File: config.mk
export PLATFORM = sky130hd
export DESIGN_NAME = rf_wr_sched
export DESIGN_NICKNAME = d
export VERILOG_FILES = /design/src/rtl/rf_wr_sched.sv
export SDC_FILE = /design/constraint.sdc
export NUM_CORES = 1
export LEC_CHECK = 0
export CAP_MARGIN = 20
export CORE_UTILIZATION = 55
export CTS_BUF_LIST = sky130_fd_sc_hd__clkbuf_8
export CTS_CLUSTER_SIZE = 30
export DETAILED_ROUTE_END_ITERATION = 16
export GPL_TIMING_DRIVEN = 0
export PLACE_DENSITY_LB_ADDON = 0.1
export SLEW_MARGIN = 15
export SYNTH_ARGS = -nofsm -noshare
export SYNTH_HDL_FRONTEND = slang
export SYNTH_SLANG_ARGS = --single-unit
File: constraint.sdc
create_clock -name clk -period 7.9 [get_ports clk]
set_clock_uncertainty 0.2 [all_clocks]
set_input_delay 1.185 -clock clk [delete_from_list [all_inputs] [get_ports clk]]
set_output_delay 1.185 -clock clk [all_outputs]
set_load 0.01 [all_outputs]
File: src/rtl/rf_wr_sched.sv
// rf_wr_sched : register-file write-port scheduler.
//
// Shares the single RF write port between two requesters:
//   * the core writeback path, which has priority and zero latency;
//   * a secondary late-result requester (valid/ready), buffered in a FIFO.
// Pending buffered writes are checked against the core's source and
// destination registers. On a hit the core is stalled until the entry drains.
//
// Optional feature (macro RF_WR_BYPASS_EN): when the FIFO is empty and the
// core is not writing, a secondary write goes straight to the RF in the same
// cycle instead of being queued.
//
// Ports:
//   clk, reset            clock, synchronous active-low reset
//   core_we_i/wr_i/wd_i   core writeback request, destination, data
//   core_rr1_i/rr2_i      core source registers (hazard check)
//   sec_valid_i/ready_o   secondary handshake
//   sec_wr_i/wd_i         secondary destination, data
//   rf_we_o/wr_o/wd_o     RF write port
//   stall_o               core must hold PC and instruction
//   pend_cnt_o            number of buffered entries (registered)
module rf_wr_sched #(
  parameter int DEPTH = 4,
  parameter int AW    = 2
) (
  input  logic          clk,
  input  logic          reset,
  input  logic          core_we_i,
  input  logic [4:0]    core_wr_i,
  input  logic [31:0]   core_wd_i,
  input  logic [4:0]    core_rr1_i,
  input  logic [4:0]    core_rr2_i,
  input  logic          sec_valid_i,
  output logic          sec_ready_o,
  input  logic [4:0]    sec_wr_i,
  input  logic [31:0]   sec_wd_i,
  output logic          rf_we_o,
  output logic [4:0]    rf_wr_o,
  output logic [31:0]   rf_wd_o,
  output logic          stall_o,
  output logic [AW:0]   pend_cnt_o
);

  localparam logic [AW:0] FULL_CNT = (AW+1)'(DEPTH);

  logic [DEPTH-1:0][4:0]  tag_r;
  logic [DEPTH-1:0][31:0] data_r;
  logic [DEPTH-1:0]       vld_r;
  logic [AW-1:0]          rd_ptr_r;
  logic [AW-1:0]          wr_ptr_r;
  logic [AW:0]            count_r;

  logic stall_s;
  logic core_eff_s;
  logic ready_s;
  logic push_s;
  logic enq_s;
  logic byp_s;
  logic drain_s;

  // A register hits when it is non-zero and matches any valid buffered tag.
  function automatic logic hit_f(input logic [4:0]            r,
                                 input logic [DEPTH-1:0]      vld,
                                 input logic [DEPTH-1:0][4:0] tags);
    logic h;
    h = 1'b0;
    for (int i = 0; i < DEPTH; i++) begin
      h = h | (vld[i] & (tags[i] == r));
    end
    return h & (r != 5'd0);
  endfunction

  // Hazard detection, handshake and drain/enqueue decisions.
  always_comb begin
    stall_s    = hit_f(core_rr1_i, vld_r, tag_r) |
                 hit_f(core_rr2_i, vld_r, tag_r) |
                 (core_we_i & hit_f(core_wr_i, vld_r, tag_r));
    core_eff_s = core_we_i & (core_wr_i != 5'd0) & ~stall_s;
    // Ready depends only on registered occupancy, never on this cycle's drain.
    ready_s    = (count_r != FULL_CNT);
    push_s     = sec_valid_i & ready_s & (sec_wr_i != 5'd0);
    drain_s    = (count_r != '0) & ~core_eff_s;
`ifdef RF_WR_BYPASS_EN
    byp_s      = push_s & (count_r == '0) & ~core_eff_s;
`else
    byp_s      = 1'b0;
`endif
    enq_s      = push_s & ~byp_s;
  end

  // Write-port mux; all outputs are forced low while reset is asserted.
  always_comb begin
    rf_we_o     = 1'b0;
    rf_wr_o     = 5'd0;
    rf_wd_o     = 32'd0;
    stall_o     = reset & stall_s;
    sec_ready_o = reset & ready_s;
    if (!reset) begin
      rf_we_o = 1'b0;
    end else if (core_eff_s) begin
      rf_we_o = 1'b1;
      rf_wr_o = core_wr_i;
      rf_wd_o = core_wd_i;
    end else if (drain_s) begin
      rf_we_o = 1'b1;
      rf_wr_o = tag_r[rd_ptr_r];
      rf_wd_o = data_r[rd_ptr_r];
    end else if (byp_s) begin
      rf_we_o = 1'b1;
      rf_wr_o = sec_wr_i;
      rf_wd_o = sec_wd_i;
    end else begin
      rf_we_o = 1'b0;
    end
  end

  assign pend_cnt_o = count_r;

  // FIFO storage, pointers and occupancy; reset discards pending entries.
  always_ff @(posedge clk) begin
    if (!reset) begin
      tag_r    <= '0;
      data_r   <= '0;
      vld_r    <= '0;
      rd_ptr_r <= '0;
      wr_ptr_r <= '0;
      count_r  <= '0;
    end else begin
      // Enqueue and dequeue never touch the same slot: a drain needs a
      // non-empty FIFO, and a non-full, non-empty FIFO has wr_ptr != rd_ptr.
      if (enq_s) begin
        tag_r[wr_ptr_r]  <= sec_wr_i;
        data_r[wr_ptr_r] <= sec_wd_i;
        vld_r[wr_ptr_r]  <= 1'b1;
        wr_ptr_r         <= wr_ptr_r + AW'(1);
      end
      if (drain_s) begin
        vld_r[rd_ptr_r]  <= 1'b0;
        rd_ptr_r         <= rd_ptr_r + AW'(1);
      end
      case ({enq_s, drain_s})
        2'b10:   count_r <= count_r + (AW+1)'(1);
        2'b01:   count_r <= count_r - (AW+1)'(1);
        default: count_r <= count_r;
      endcase
    end
  end

endmodule

==> results of run 1 <==
sequential cells by signal (all words and copies together) (netlist names):
signal	count
data_r	128
pend_cnt_o	3
tag_r	20
rd_ptr_r	2
wr_ptr_r	2
vld_r	4
critical path, delay by kind of cell:
family                 cells  cell delay, ps
buffers and inverters      4            2320
muxes                      1             170
and+or+nand+nor            2             330
area by class of cell:
class,instances,area [um^2]
multi-input combinational,752,4930
fill,1278,4870
sequential,159,3180
timing repair buffer,115,1150
buffer,83,400
clock buffer,18,248
tap,188,235
clock inverter,14,151
inverter,8,30.0
stage by stage:
| stage | hold WS, ps | setup WS, ps | util | power, W | std cells |
|---|---|---|---|---|---|
| final | 265 | 2500 | 0.680 | 0.00231 | 1337 |
| after global routing | 277 | 2410 | 0.680 | 0.00241 | 1337 |
| after CTS | 267 | 2580 | 0.680 | 0.00230 | 1337 |
| after detailed placement | 256 | 2580 | 0.653 | 0.00169 | 1305 |
| after global placement | 248 | 2590 | 0.653 | 0.00168 | 1305 |
| after floorplan | 240 | 3890 | - | 0.00141 | 1002 |
cells by family (layout without fill, tap and decap cells):
group	Yosys count	after routing
compound gates	162	162
fa+ha+maj	10	10
mux	75	75
xor+xnor	63	63
buf+inv	91	238
simple gates	442	442
flops	159	159
power breakdown:
group          switching (W)  internal (W)
sequential         0.0000621      0.000872
clock               0.000310      0.000315
combinational       0.000426      0.000326
worst paths after layout:
kind	from	end	slack [ps]	cells past startpoint
setup / recovery	reset	rf_wd_o[14]	2500	7
hold / removal	data_r[45]$_SDFFE_PN0P_	data_r[45]$_SDFFE_PN0P_	270	2
setup reg to reg	tag_r[13]$_SDFFE_PN0P_	pend_cnt_o[2]$_SDFFE_PN0P_	4740	13
hold reg to reg	data_r[45]$_SDFFE_PN0P_	data_r[45]$_SDFFE_PN0P_	270	2
placed cells by master, fill, tap and decap left out, drive strengths merged:
| cell | n |
|---|---|
| clkbuf | 63 |
| bufinv | 3 |
| clkdlybuf4s50 | 115 |
| nand3 | 13 |
| nor2b | 2 |
| nand4 | 4 |
| xor2 | 49 |
| or3 | 4 |
| buf | 38 |
| dfxtp | 159 |
| clkinv | 7 |
| ha | 9 |
| and4 | 1 |
| a21boi | 149 |
| and3 | 1 |
| o21ai | 3 |
| o2111ai | 2 |
| mux2i | 38 |
| nor3 | 3 |
| a21oi | 1 |
| nor4 | 12 |
| mux4 | 37 |
| or4 | 1 |
| nor2 | 5 |
| and2 | 9 |
| inv | 11 |
| fa | 1 |
| xnor2 | 14 |
| nand2b | 1 |
| o21a | 2 |
| nand2 | 386 |
| clkinvlp | 1 |
| a22o | 1 |
| o221a | 4 |
layer usage:
metal	part of all wire	GRT usage
met5	0	0
met4	0.035	0.146
met3	0.072	0.0536
met2	0.47	0.530
met1	0.43	0.430
==> run_results.csv, run 1 <==
group,metric,value,unit
placed_design,place_hpwl,17300,um
hold_path,min_path_type,"reg2reg",
cts,clock_sinks,159,
cells_and_area,final_nets,1234,
logic_synthesis,synth_nets,1100,
logic_synthesis,syn-cell-area,8550,um^2
logic_synthesis,syn_inst,1002,
pwr,powerDensity,224,nW/um^2
logic_synthesis,synth-edff-count,0,
logic_synthesis,yosysMostFrequentCell,"nand2_1",
logic_synthesis,yosys.area_share.simple,0.210,
grt,gr-total-overflow,0,
route,drt_iter0_drc,613,
logic_synthesis,syn_area_per_cell,8.53,um^2
cts,cts-buffers-inserted,17,
setup_path,cp.required,6510,ps
route,dr.pass1.iters,5,
grt,grt_pass1_wl,39500,um
timing,period_share,0.683,
cts,clk_pin_slew,80,ps
timing,setup_violations,0,
logic_synthesis,yosys_warnings,0,
timing,hold_viol,0,
logic_synthesis,synthArstFlopShare,0,
timing,rsz0062_at_grt,"false",
cts,clk_latency,490,ps
flow_run,drv_cap,0,
die,fp.dieH,127,um
cts,clock-root-buffer,"clkbuf_8",
timing,slew_headroom,0.420,
cells_and_area,final_cell_area,10300,um^2
logic_synthesis,ys.flop_type,"dfxtp_1",
route,avgRoutedWirePerCell,18.7,um
timing,worstMarginPinSlew,871,ps
cts,post-cts-setup-buffers,0,
grt,grt_usage,0.326,
logic_synthesis,ys_ff_latch,159,
placed_design,portBuffers,115,
setup_path,cp_max_fo,10,
pwr,power_leakage,3.76,nW
timing,finalSetupTns,0,ps
route,drtAntennaViolNets,0,
cts,cts-resized-gates,0,
die,die_w,127,um
cts,cts_hold_buf,0,
logic_synthesis,synth_top_family_by_area,"simple AND/OR/NAND/NOR gates",
route,vias,7637,
setup_path,max_stage_delay,630,ps
grt,grt_pass1_vias,7289,
logic_synthesis,synth_compound_area_frac,0.145,
logic_synthesis,synth_top_area_cell,"dfxtp_1",
placed_design,placement.cell_area,9930,um^2
die,num_rows,45,
die,pin_count,131,
logic_synthesis,synth_fa_ha_area_frac,0.0155,
cells_and_area,layout-drive-gt1-share,0.0957,
route,drc_errors,0,
cts,h-tree-depth,4,
setup_path,end_kind,"output port",
die,initial_utilization,0.562,
setup_path,critPathSlowestCell,"clkbuf_1",
logic_synthesis,synth_commonest_cells,"386 x nand2_1, 159 x dfxtp_1, 149 x a21boi_0",
placed_design,routabilityCongestion,0.935,
setup_path,cp_cell_sequence,"clkdlybuf4s50_1 -> and2_1 -> clkbuf_1 -> clkbuf_1 -> nand2_1 -> mux2i_1 -> clkdlybuf4s50_1",
timing,fmax,185,MHz
logic_synthesis,yosysSeqAreaShare,0.372,
cts,cts_tree,"done",
grt,grt_max_degree,17,
die,die_area,16000,um^2
die,design.core.area,15200,um^2
cells_and_area,diodes,0,
logic_synthesis,synth_top_area_frac,0.372,
logic_synthesis,synthDistinctLibCells,36,
grt,antenna_found_initial,0,
route,avgViaCountPerCell,5.71,
setup_path,critPathArrivalTime,4010,ps
logic_synthesis,synthMuxAreaShare,0.142,
timing,drv_slew,0,
status,status,"completed",
timing,finalCriticalPeriod,5400,ps
cells_and_area,area_growth,20.9,%
setup_path,critPathKind,"in2out",
logic_synthesis,synth-xor-area-share,0.0646,
cts,clk_path_buf_depth,2,
pwr,peakVddDrop,147,uV
setup_path,start_kind,"input port",
logic_synthesis,synth_area_leaders,"dfxtp_1 37%, nand2_1 17%, a21boi_0 13%",
route,wl,25000,um
No activity file was read; power rests on OpenSTA's default activity.
==> inputs of run 2 (changes only) <==
==> constraint.sdc (replaced) <==
create_clock -name clk -period 5.7 [get_ports clk]
set_clock_uncertainty 0.2 [all_clocks]
set_input_delay 0.855 -clock clk [delete_from_list [all_inputs] [get_ports clk]]
set_output_delay 0.855 -clock clk [all_outputs]
set_load 0.01 [all_outputs]
==> results of run 2 <==
The final DEF is identical to that of run 1. Status: completed.
Main changes from that run: setup slack after placement 2580 ps -> 1040 ps; setup slack after layout 2500 ps -> 963 ps; register-to-register setup slack 4740 ps -> 2540 ps; total power 0.00231 W -> 0.00320 W; worst IR drop on VDD 147 uV -> 204 uV
